<file path="src/rtl/mpa_road_pkg.sv">
// Shared types and constants for the MPA road stream merger.
package mpa_road_pkg;
  localparam int ROAD_W  = 30;
  localparam int N_PORTS = 4;

  typedef enum logic [1:0] {
    RUN   = 2'd0,
    DRAIN = 2'd1,
    DONE  = 2'd2
  } state_t;

  typedef logic [1:0] port_idx_t;
endpackage

</file>
<file path="src/rtl/mpa_road_fifo.sv">
// Per-port synchronous FIFO with first-word-fall-through read data.
// A push into a full FIFO is accepted only when a pop frees a slot in the same cycle.
module mpa_road_fifo #(
  parameter int WIDTH = 30,
  parameter int DEPTH = 8
) (
  input  logic                       clk,
  input  logic                       rst_n,
  input  logic                       push,
  input  logic                       pop,
  input  logic [WIDTH-1:0]           din,
  output logic [WIDTH-1:0]           dout,
  output logic                       empty,
  output logic                       full,
  output logic [$clog2(DEPTH):0]     count
);
  localparam int AW = $clog2(DEPTH);

  logic [WIDTH-1:0] mem [DEPTH];
  logic [AW-1:0]    wr_ptr;
  logic [AW-1:0]    rd_ptr;
  logic             do_push;
  logic             do_pop;

  assign empty   = (count == '0);
  assign full    = (count == (AW+1)'(DEPTH));
  assign do_pop  = pop && !empty;
  assign do_push = push && (!full || do_pop);
  assign dout    = mem[rd_ptr];

  always_ff @(posedge clk or negedge rst_n) begin
    if (!rst_n) begin
      wr_ptr <= '0;
      rd_ptr <= '0;
      count  <= '0;
    end else begin
      if (do_push) wr_ptr <= wr_ptr + AW'(1);
      if (do_pop)  rd_ptr <= rd_ptr + AW'(1);
      case ({do_push, do_pop})
        2'b10:   count <= count + (AW+1)'(1);
        2'b01:   count <= count - (AW+1)'(1);
        default: count <= count;
      endcase
    end
  end

  always_ff @(posedge clk) begin
    if (do_push) mem[wr_ptr] <= din;
  end
endmodule

</file>
<file path="src/rtl/mpa_road_arbiter.sv">
// Merges four road streams through per-port FIFOs and a round-robin output register,
// with end-of-run drain sequencing. Optional per-port word counters: MPA_ARB_STATS_EN.
module mpa_road_arbiter #(
  parameter int ROAD_W     = mpa_road_pkg::ROAD_W,
  parameter int FIFO_DEPTH = 8
) (
  input  logic                clk,
  input  logic                rst_n,
  input  logic [4*ROAD_W-1:0] in_data,
  input  logic [3:0]          in_dv,
  input  logic                eor_in,
  output logic [ROAD_W-1:0]   out_data,
  output logic [1:0]          out_port,
  output logic                out_dv,
  input  logic                out_rdy,
  output logic                eor_out,
  output logic                busy,
  output logic [3:0]          ovf,
  output logic [3:0]          fifo_full
`ifdef MPA_ARB_STATS_EN
  ,
  output logic [4*16-1:0]     word_cnt
`endif
);
  import mpa_road_pkg::*;

  localparam int CW = $clog2(FIFO_DEPTH) + 1;

  logic [N_PORTS-1:0] empty;
  logic [N_PORTS-1:0] full;
  logic [N_PORTS-1:0] pop;
  logic [N_PORTS-1:0] drop;
  logic [ROAD_W-1:0]  dout  [N_PORTS];
  logic [CW-1:0]      count [N_PORTS];
  logic               load;
  logic               any_req;
  port_idx_t          grant;
  port_idx_t          idx;
  port_idx_t          rr_ptr;
  state_t             state;

  // The output register may refill in the same cycle it is emptied.
  assign load = !out_dv || out_rdy;

  for (genvar k = 0; k < N_PORTS; k++) begin : g_port
    mpa_road_fifo #(.WIDTH(ROAD_W), .DEPTH(FIFO_DEPTH)) u_fifo (
      .clk   (clk),
      .rst_n (rst_n),
      .push  (in_dv[k]),
      .pop   (pop[k]),
      .din   (in_data[k*ROAD_W +: ROAD_W]),
      .dout  (dout[k]),
      .empty (empty[k]),
      .full  (full[k]),
      .count (count[k])
    );
    assign pop[k]       = load && !empty[k] && (grant == port_idx_t'(k));
    assign drop[k]      = in_dv[k] && full[k] && !pop[k];
    assign fifo_full[k] = (count[k] == CW'(FIFO_DEPTH));
  end

  // Scan downward so the port closest above rr_ptr is the last (winning) match.
  always_comb begin
    grant   = rr_ptr;
    any_req = 1'b0;
    idx     = rr_ptr;
    for (int i = N_PORTS - 1; i >= 0; i--) begin
      idx = rr_ptr + port_idx_t'(i);
      if (!empty[idx]) begin
        grant   = idx;
        any_req = 1'b1;
      end
    end
  end

  always_ff @(posedge clk or negedge rst_n) begin
    if (!rst_n) begin
      out_data <= '0;
      out_port <= '0;
      out_dv   <= 1'b0;
      rr_ptr   <= '0;
    end else if (load) begin
      if (any_req) begin
        out_data <= dout[grant];
        out_port <= grant;
        out_dv   <= 1'b1;
        rr_ptr   <= grant + port_idx_t'(1);
      end else begin
        out_dv   <= 1'b0;
      end
    end
  end

  always_ff @(posedge clk or negedge rst_n) begin
    if (!rst_n) begin
      state <= RUN;
      ovf   <= '0;
    end else begin
      ovf <= ((state == DONE) ? 4'b0000 : ovf) | drop;
      case (state)
        RUN:     if (eor_in) state <= DRAIN;
        DRAIN:   if ((&empty) && !out_dv) state <= DONE;
        default: state <= RUN;
      endcase
    end
  end

  assign eor_out = (state == DONE);
  assign busy    = (state == DRAIN);

`ifdef MPA_ARB_STATS_EN
  logic [15:0] cnt [N_PORTS];

  always_ff @(posedge clk or negedge rst_n) begin
    if (!rst_n) begin
      for (int k = 0; k < N_PORTS; k++) cnt[k] <= '0;
    end else if (state == DONE) begin
      for (int k = 0; k < N_PORTS; k++) cnt[k] <= '0;
    end else if (out_dv && out_rdy && (cnt[out_port] != 16'hFFFF)) begin
      cnt[out_port] <= cnt[out_port] + 16'd1;
    end
  end

  for (genvar k = 0; k < N_PORTS; k++) begin : g_cnt
    assign word_cnt[k*16 +: 16] = cnt[k];
  end
`endif
endmodule

</file>
<file path="config.mk">
export PLATFORM = sky130hd
export DESIGN_NAME = mpa_road_arbiter
export DESIGN_NICKNAME = d
export VERILOG_FILES = /design/src/rtl/mpa_road_pkg.sv /design/src/rtl/mpa_road_fifo.sv /design/src/rtl/mpa_road_arbiter.sv
export SDC_FILE = /design/constraint.sdc
export NUM_CORES = 1
export LEC_CHECK = 0
export CAP_MARGIN = 10
export CORE_MARGIN = 4
export CORE_UTILIZATION = 35
export CTS_CLUSTER_SIZE = 25
export DETAILED_ROUTE_END_ITERATION = 10
export GPL_TIMING_DRIVEN = 0
export HOLD_SLACK_MARGIN = 0.05
export SYNTH_ARGS = -nofsm -noshare
export SYNTH_HDL_FRONTEND = slang
export SYNTH_HIERARCHICAL = 1
export SYNTH_SLANG_ARGS = --single-unit
</file>
<file path="constraint.sdc">
create_clock -name clk -period 6.6 [get_ports clk]
set_input_delay 1.98 -clock clk [delete_from_list [all_inputs] [get_ports clk]]
set_output_delay 1.98 -clock clk [all_outputs]
set_load 0.02 [all_outputs]
</file>
==> metrics <==
status=completed; CTS tree=yes; slack of the critical path=0.7729 ns; final WL=104,700 µm; I/O pin cnt=171; Placed Cells=3,879; type of the worst min-delay path=reg -> reg; Routed Antenna Nets=0; crit path time final=5.827 ns; initial core utilization=35.29%; DRT Pass-1 Iters=5; sequential cell area fraction in the yosys report=72.88%; CTS root buffer=clkbuf_16; worst-path fanout max=10; vias in the first global route=21.62k; number of setup violations in the final report=0; unrepaired setup endpoints after global routing=no; Clk pin slew, worst setup/hold paths=0.07 ns; fin cells=4,079; share of cells above drive strength 1=23.46%; multi-input logic area=0.01087 mm²; dominant synthesized flop cell=edfxtp_1; worst skew pair latency=0.66 ns; Syn Inst Count=2,042; DRC violations left=0; Synth Register Bits=1,041; Filler cells=10.31k; Final Hold Viols=0; share of flip-flops with an asynchronous set or reset=7.781%; final worst-path cycle share=88.29%; Core Footprint=0.1200 mm²; pre-CTS WS=0.009165 ns; Crit path largest cell delay=1.01 ns; largest cells by area after synthesis=edfxtp_1, mux4_1, mux4_2, dfrtp_1, mux2_2; Worst Setup End Kind=flop; post-synth top area cell=edfxtp_1; row count=127; worst clock skew=0.02425 ns; EDFF count, synth=960; Total GRT Usage=16.33%; clk sinks=1,041; Congestion Overflow GR=0; Crit Path Class=in -> reg; Worst setup SP type=input pin; number of max-cap violations=0; Pins Over Slew Limit=0; pwr dens=444.4 mW/mm²; Fin Hold WS=0.4611 ns; drt wl/cell=25.67 µm; flip-flop and latch area=0.03085 mm²; DR iter-0 viols=2,219; Syn Nets=2,190; Hold-fix buffers, CTS=0; top-area cell type share of the netlist area=68.09%; clock buffer count from CTS=104; post-cts resize count=0; Worst-Margin Slew=1.178 ns; VDD IR-drop max=0.0002792 V; Post-Syn Area=0.04234 mm²; synthesis-to-layout area growth=19.37%; Leakage Power=16.80 nW; Max-slew headroom=21.48%; # Post-CTS Setup Buffers=0; Cell Chain, Critical Path=clkdlybuf4s50_1 -> nor2b_1 -> clkbuf_1 -> nor4_1 -> clkbuf_1 -> nand2b_1 -> o21a_1 -> nand2b_1 -> nor3_2 -> buf_6 -> buf_6; H-tree depth=3; Vias/cell=5.172; Distinct cells, synth=63; CTS Buffer Depth=3; area of the die=0.1266 mm²; Die W=355.8 µm; gpl congestion=0.9677; Die Y=355.8 µm; synthesized area per cell=20.73 µm²; worst endpoint required time=6.96 ns; Via Count=21.10k; fmax=171.6 MHz; Critical Path AT=6.18 ns; commonest non-fill, non-tap cell in the layout=edfxtp_1; PortBufs=170; hpwl dp=72,440 µm; most frequent cells in the layout=edfxtp_1, clkdlybuf4s50_1, mux2_2, mux4_2, mux4_1; yosys synthesis warning count=6; nets=2,521; crit path max-delay cell type=nor4_1; largest net degree at the start of global routing=61; initial antenna violation count=24; first-pass GRT wire length=150,400 µm
area by class of cell:
type / count / area share [%]
Buffer: 119 / 1.463
Tap cell: 1612 / 3.991
Sequential cell: 1041 / 61.05
Timing Repair Buffer: 225 / 5.132
Clock buffer: 135 / 5.647
Multi-Input combinational cell: 856 / 21.50
Clock inverter: 57 / 0.9853
Inverter: 26 / 0.1931
Antenna cell: 8 / 0.03961
path summary, 6_finish.rpt:
| path | start | endpoint | slack [ns] | depth (start not counted) |
|---|---|---|---|---|
| worst max register to register | g_port[2].u_fifo/count[1] | g_port[0].u_fifo/mem[0][12] | 0.88 | 15 |
| worst min-delay path | state[1] | state[0] | 0.46 | 1 |
| min in group asynchronous | rst_n | g_port[2].u_fifo/count[1] | 1.24 | 1 |
| worst max-delay path | out_rdy | g_port[0].u_fifo/mem[0][12] | 0.77 | 11 |
| worst min register to register | state[1] | state[0] | 0.46 | 1 |
| max in group asynchronous | rst_n | state[1] | 4.64 | 2 |
synth_stat cells (all sizes together) (5+ instances only):
library cell	instances
o32a	30
or3	10
xnor2	12
nand4	30
and2b	26
ha	16
a211oi	5
o21ai	29
a21o	30
mux4	240
xor2	8
edfxtp	960
nor3	12
nand3b	6
or2	6
clkbuf	49
buf	70
nand2	58
o211ai	5
o31ai	30
nand2b	20
nor2	46
a211o	6
nand3	9
inv	26
a21oi	39
mux2i	6
mux2	128
o21a	6
dfrtp	81
nor2b	7
critical path: cells and delay by family:
kind	cells	cell delay [ns]
simple gates	5	2.32
buf+inv	5	1.68
compound gates	1	0.18
routing by layer:
layer  wire length, µm  track usage (%)  part of all wire, %
met1             42940            21.42                   41
met2             51380            26.87                   49
met3              8749            5.313                  8.4
met4              1594            3.146                  1.5
met5                56                0                0.053
stage by stage:
step                util (%)  instance area [µm²]  setup TNS [ns]  power, mW
floorplan                  -                42340               0      13.68
global placement       38.39                46060        -1384.96      16.43
detailed placement     39.32                47170               0      16.86
CTS                    42.11                50520               0      22.66
global route           42.12                50530               0      23.41
finish                 42.13                50540               0      22.46
sequential cells by signal, indices dropped and copies added, names as in the netlist:
| register | cells |
|---|---|
| g_port.u_fifo/mem | 960 |
| out_data | 30 |
| g_port.u_fifo/count | 16 |
| g_port.u_fifo/rd_ptr | 12 |
| g_port.u_fifo/wr_ptr | 12 |
| ovf | 4 |
| out_port | 2 |
| rr_ptr | 2 |
| state | 2 |
| out_dv | 1 |
where the power goes:
group / internal [mW] / switching (mW) / total (mW)
clock: 3.35 / 2.41 / 5.76
combinational: 3.49 / 4.39 / 7.88
sequential: 8.32 / 0.503 / 8.82
logic make-up (layout without fill, tap and decap cells):
| family | after synthesis | after routing | share of synthesized area (%) |
|---|---|---|---|
| other | 0 | 8 | 0 |
| adder cells (fa/ha/maj) | 20 | 20 | 0.6620 |
| AND/OR/NAND/NOR | 243 | 243 | 3.115 |
| flip-flops | 1041 | 1041 | 72.88 |
| XOR/XNOR | 20 | 20 | 0.4137 |
| buffers and inverters | 145 | 562 | 1.977 |
| multiplexers | 374 | 374 | 17.38 |
| AO/OA/AOI/OAI | 199 | 199 | 3.579 |
Power figures use the tool's default switching activity.
